===== config.mk =====
export PLATFORM = sky130hd
export DESIGN_NAME = pipeline_reg
export DESIGN_NICKNAME = d
export VERILOG_FILES = /design/src/rtl/pipeline_reg.sv
export SDC_FILE = /design/constraint.sdc
export NUM_CORES = 1
export LEC_CHECK = 0
export ABC_AREA = 1
export CAP_MARGIN = 20
export CORE_MARGIN = 3
export CORE_UTILIZATION = 51
export CTS_BUF_LIST = sky130_fd_sc_hd__clkbuf_16
export DETAILED_ROUTE_END_ITERATION = 8
export GPL_TIMING_DRIVEN = 0
export PLACE_DENSITY = 0.86
export RECOVER_POWER = 100
export SYNTH_ARGS = -nofsm -noshare
export SYNTH_HDL_FRONTEND = slang
export SYNTH_SLANG_ARGS = --single-unit

===== constraint.sdc =====
create_clock -name clk -period 1.6 [get_ports clk]
set_input_delay 0.4 -clock clk [delete_from_list [all_inputs] [get_ports clk]]
set_output_delay 0.4 -clock clk [all_outputs]
set_load 0.01 [all_outputs]

===== src/rtl/pipeline_reg.sv =====
// Two-entry skid-buffer register slice on a valid/ready stream.
// Data, valid and ready outputs all come straight from flops.
module pipeline_reg #(
  parameter int unsigned DATA_WIDTH = 32
) (
  input  logic                  clk,
  input  logic                  rst,
  input  logic                  in_valid,
  output logic                  in_ready,
  input  logic [DATA_WIDTH-1:0] in_data,
  output logic                  out_valid,
  input  logic                  out_ready,
  output logic [DATA_WIDTH-1:0] out_data
);

  typedef enum logic [1:0] {
    EMPTY = 2'd0,
    BUSY  = 2'd1,
    FULL  = 2'd2
  } state_e;

  state_e                  state_q;
  logic [DATA_WIDTH-1:0]   main_data_q;
  logic [DATA_WIDTH-1:0]   skid_data_q;
  logic                    main_valid_q;
  logic                    in_ready_q;
  logic                    accept;
  logic                    pop;

  assign accept = in_valid & in_ready_q;
  assign pop    = main_valid_q & out_ready;

  // in_ready_q is the inverted skid-valid flag; FULL is the only state holding a skid word.
  always_ff @(posedge clk) begin
    if (rst) begin
      state_q      <= EMPTY;
      main_valid_q <= 1'b0;
      in_ready_q   <= 1'b1;
      main_data_q  <= '0;
      skid_data_q  <= '0;
    end else begin
      case (state_q)
        EMPTY: begin
          if (accept) begin
            main_data_q  <= in_data;
            main_valid_q <= 1'b1;
            state_q      <= BUSY;
          end
        end
        BUSY: begin
          if (accept && pop) begin
            main_data_q <= in_data;
          end else if (accept) begin
            skid_data_q <= in_data;
            in_ready_q  <= 1'b0;
            state_q     <= FULL;
          end else if (pop) begin
            main_valid_q <= 1'b0;
            state_q      <= EMPTY;
          end
        end
        FULL: begin
          if (pop) begin
            main_data_q <= skid_data_q;
            in_ready_q  <= 1'b1;
            state_q     <= BUSY;
          end
        end
        default: begin
          state_q      <= EMPTY;
          main_valid_q <= 1'b0;
          in_ready_q   <= 1'b1;
        end
      endcase
    end
  end

  assign in_ready  = in_ready_q;
  assign out_valid = main_valid_q;
  assign out_data  = main_data_q;

endmodule


==> results of run 1 <==
-- Yosys cell counts --
cell      instances  area [um^2]
nor2_4            1        11.26
a21oi_1          67        335.3
buf_2            10        50.05
buf_6             6        67.56
clkbuf_1         17        63.81
nand3_1          69        345.3
buf_1             1        3.750
dfxtp_1          68         1361
o21bai_1          1        7.510
inv_2             2        7.510
nand2_1         108        405.4
buf_4             4        30.03
o21ai_0          34        170.2
nand4_1           1        6.260
inv_1            67        251.5
nor2_1           34        127.6
-- timing repair --
item / 4_1_cts / 5_1_grt
resized for setup: 37 / 60
endpoints found under the setup margin: 81 / 79
cloned: 0 / 2
endpoints found under the hold margin: 0 / 0
buffers inserted: 0 / 4
pin swaps: 0 / 3
hold buffers: 0 / 0
-- kinds of logic after synthesis --
| group | after synthesis | share of synthesized area [%] |
|---|---|---|
| AND/OR/NAND/NOR | 213 | 27.61 |
| buffers and inverters | 107 | 14.62 |
| flip-flops | 68 | 41.96 |
| AO/OA/AOI/OAI | 102 | 15.81 |
-- per-stage QoR --
step	hold slack (ns)	cells
detailed placement	0.4363	634
global placement	0.4311	634
CTS	0.4449	649
global route	0.4570	655
floorplan	0.4239	490
finish	0.4442	655
-- area by class of cell --
cell class / count / area (um^2)
plain buffers: 37 / 289.0
clock buffers: 9 / 225.2
clock inverters: 7 / 35.03
fillers: 428 / 1549
inverters: 69 / 265.3
multi-input cells: 315 / 1453
flip-flops and latches: 68 / 1361
well taps: 75 / 93.84
repair buffers: 75 / 754.5
-- flip-flops by register name, summed over array words and instances (netlist names) --
signal / count
out_data: 32
skid_data_q: 32
state_q: 2
in_ready: 1
out_valid: 1
-- metal layers --
metal	global-route usage, %	share of wire, %	vias to the layer above
li1	-	-	1726
met1	30.30	39	1621
met2	39.34	49	190
met3	4.995	8.9	37
met4	11.80	3.4	0
met5	0	0	-
-- path summary, 6_finish.rpt --
check | endpoint | from | slack (ns)
max | state_q[0] | state_q[0] | 0.01
min | skid_data_q[18] | skid_data_q[18] | 0.44
max reg2reg | state_q[0] | state_q[0] | 0.01
min reg2reg | skid_data_q[18] | skid_data_q[18] | 0.44
-- critical path, delay by kind of cell, from the launching register on --
| kind | cells | cell delay (ns) |
|---|---|---|
| and+or+nand+nor | 4 | 0.55 |
| DFF | 1 | 0.42 |
| buffers and inverters | 3 | 0.41 |
| AOI/OAI and AO/OA | 1 | 0.14 |
-- report_power, final --
group	switching [mW]	total, mW	internal [mW]	leakage (nW)
clock network	0.726	1.75	1.02	0.125
registers	0.215	2.29	2.08	0.560
logic	1.41	2.55	1.14	1.44
==> metrics, run 1 <==
clock period minus worst slack 1.588 ns; Worst Skew 0.006807 ns; Post-Syn Instances 490; Core Rows 28; worst skew pair latency 0.33 ns; status finished clean; Placer Congestion 0.8398; RSZ-0062 raised after global routing yes; synthesized cell area 3244 um^2; commonest non-fill, non-tap cell in the layout nand2_1; count of final setup violators 0; part of the Yosys area used for sequential elements 41.96%; number of synthesis warnings 0; I/O Buffers 69; number of global-route vias before repair 3135; Residual DRC 0; Critical-path top delay cell dfxtp_1; depth of the worst hold-timing path 2; most frequent cells in the layout nand2_1 (105), dfxtp_1 (68), inv_1 (67), a21oi_1 (66), nand3_1 (66); Critical Setup Path Class reg -> reg; fmax 0.6297 GHz; clk sinks 68; Rel. slew slack 73.25%; dpl ws -0.5423 ns; Worst path max stage delay 0.42 ns; grt ovf 0; total power 6.592 mW; Layout Nets 611; First-pass DRT Iterations 5; ratio of cells with drive above 1 in the final layout 11.38%; final worst-path cycle share 99.26%; antenna violation net count after detailed routing 0; area growth from synthesis to layout 37.99%; register bit count reported by yosys 68; Placed Area 4029 um^2; syn_nets 526; routed len/inst 14.58 um; Die Ht 85.76 um; detailed placer's ending HPWL 5858 um; clock transition at the registers of the reported paths 0.05 ns; root buf cell clkbuf_16; vias 3574; pin count of the biggest net entering global routing 12; clock buffer depth 2; number of DRC markers in iteration 0 322; Netlist cell types 16; Design Area, Final 4477 um^2; IO Count 70; PwrDens 1473 nW/um^2; cells along the critical path inv_4, nor2_4, nand2_1, nand2_2, buf_8, buf_6, nand2_1, a21oi_1; CTS buffer count 9; drt via density 5.456; Starting Density 53.84%; crit-path max FO 10; fin. max-slew vios 0; Final WS setup 0.01186 ns; antenna fix cells 0; H-tree levels 3; initial antenna violation count 0; CP dominant cell by count nand2_1; worst min path class reg -> reg; max-cap violation count 0; Core Area 6026 um^2; DIE AREA 7355 um^2; first-pass GRT wire length 14230 um; Worst EP arrival 1.85 ns; overall fraction of global-route tracks in use 24.11%; Crit. End Element flop; Hold Fails Final Rpt 0; FF-to-FF path depth 8; Routed WL 9550 um; final core area utilization 74.29%; Slew @ Worst Pin 0.4012 ns; CP required 1.86 ns; Worst VDD drop 0.9587 mV; die width 85.76 um; syn avg cell area 6.621 um^2; clock tree from TritonCTS yes; crit start category flop; P_leak 2.124 nW; setup TNS 0 ns
Power figures use the tool's default switching activity.
==> inputs of run 2 (changes only) <==
- PLACE_DENSITY: 0.86 -> 0.8
==> run 2 against run 1 <==
Clock skew fell by 0.0027 ns. Clock power fell by 7%. Die area did not move. Final cell count fell by 0.92%. Clock-buffer cell count did not move. Wire length fell by 12%. Sequential power barely moved. Sequential share of layout area rose by 0.87 points. Non-clock buffer count fell by 2. Combinational power fell by 7%. Critical path type is now in -> reg. Largest cell class unchanged. Largest power group unchanged.
==> metrics, run 2 (same netlist as run 1, synthesis figures left out) <==
status finished clean; Crit. End Element flop; CP required 1.85 ns; antenna violation net count after detailed routing 0; overall fraction of global-route tracks in use 23.80%; fmax 0.6288 GHz; Starting Density 53.84%; Core Area 6026 um^2; Critical Setup Path Class in -> reg; clk sinks 68; H-tree levels 3; Layout Nets 609; final worst-path cycle share 99.40%; antenna fix cells 0; PwrDens 1440 nW/um^2; clock transition at the registers of the reported paths 0.05 ns; Routed WL 8382 um; clock buffer depth 2; number of global-route vias before repair 3056; Critical-path top delay cell clkdlybuf4s50_1; DIE AREA 7355 um^2; cells along the critical path clkdlybuf4s50_1, nand2_2, nor2_1, nand2_1, nand2_2, buf_8, buf_4, nand2_1, a21oi_1; clock tree from TritonCTS yes; most frequent cells in the layout nand2_1 (105), inv_1 (68), dfxtp_1 (68), a21oi_1 (67), nand3_1 (67); die width 85.76 um; commonest non-fill, non-tap cell in the layout nand2_1; grt ovf 0; vias 3322; Placer Congestion 0.8486; I/O Buffers 69; pin count of the biggest net entering global routing 11; First-pass DRT Iterations 5; initial antenna violation count 0; Worst EP arrival 1.84 ns; IO Count 70; Hold Fails Final Rpt 0; P_leak 2.047 nW; crit start category input port; Residual DRC 0; dpl ws -0.5755 ns; first-pass GRT wire length 13950 um; drt via density 5.119; clock period minus worst slack 1.590 ns; Hold WS 0.4425 ns; Worst VDD drop 0.9874 mV; root buf cell clkbuf_16; Buf/Inv on CP 3; number of DRC markers in iteration 0 232; Worst path max stage delay 0.47 ns; Design Area, Final 4353 um^2; crit-path max FO 10; Die Ht 85.76 um; routed len/inst 12.92 um; area growth from synthesis to layout 34.17%; count of final setup violators 0; largest delay contributor family on the critical path buffers and inverters; fin. max-slew vios 0; ratio of cells with drive above 1 in the final layout 9.756%; Slew @ Worst Pin 0.4597 ns; Placed Area 4029 um^2; setup TNS 0 ns; worst skew pair latency 0.32 ns; worst min path class reg -> reg; Core Rows 28; Final WS setup 0.009663 ns; CTS buffer count 9; detailed placer's ending HPWL 5754 um; Worst Skew 0.004089 ns; Rel. slew slack 69.35%; max-cap violation count 0
==> run 2: timing repair <==
action                                  CTS  global route
hold buffers                              0             0
setup buffers                             0             3
gates resized for setup                  28            58
endpoints found under the setup margin   75            84
pin swaps                                 0             2
==> run 2: report_power, final <==
| group | total, mW | switching, mW | leakage, nW | internal [mW] |
|---|---|---|---|---|
| logic | 2.37 | 1.31 | 1.36 | 1.06 |
| clock network | 1.62 | 0.629 | 0.123 | 0.993 |
| registers | 2.28 | 0.195 | 0.560 | 2.08 |
| total | 6.27 | 2.13 | 2.05 | 4.13 |
==> run 2: path summary, 6_finish.rpt <==
path                        from              to  slack [ns]  cells past startpoint
setup / recovery        in_valid      state_q[0]        0.01                      9
hold / removal    skid_data_q[2]  skid_data_q[2]        0.44                      2
setup reg to reg      state_q[0]      state_q[0]        0.09                      8
hold reg to reg   skid_data_q[2]  skid_data_q[2]        0.44                      2
==> run 2: stage by stage <==
stage,utilization [%],total power [mW],instances
global route,72.24,6.678,649
finish,72.24,6.266,649
floorplan,-,3.718,490
CTS,71.12,6.253,646
global placement,66.86,4.589,634
detailed placement,66.86,4.643,634
==> run 2: worst reg2reg max path, cell delays in order, from the launching register on <==
cell and delay (ns):
dfxtp_1 0.38, inv_2 0.14, nor2_4 0.16, nand2_1 0.10, nand2_2 0.11, buf_8 0.14
buf_4 0.17, nand2_1 0.12, a21oi_1 0.13
==> run 2: cell type report <==
cell class | count | area, um^2
flip-flops and latches | 68 | 1361
repair buffers | 72 | 699.4
multi-input cells | 315 | 1426
well taps | 75 | 93.84
fillers | 528 | 1673
clock inverters | 3 | 11.26
clock buffers | 9 | 225.2
inverters | 69 | 259.0
plain buffers | 38 | 276.5
==> run 2: layer usage <==
metal | up-vias | track usage [%] | wire length, um
li1 | 1716 | - | -
met1 | 1477 | 30.10 | 3706
met2 | 110 | 40.11 | 4038
met3 | 19 | 3.554 | 460
met4 | 0 | 10.65 | 177
met5 | - | 0 | 0
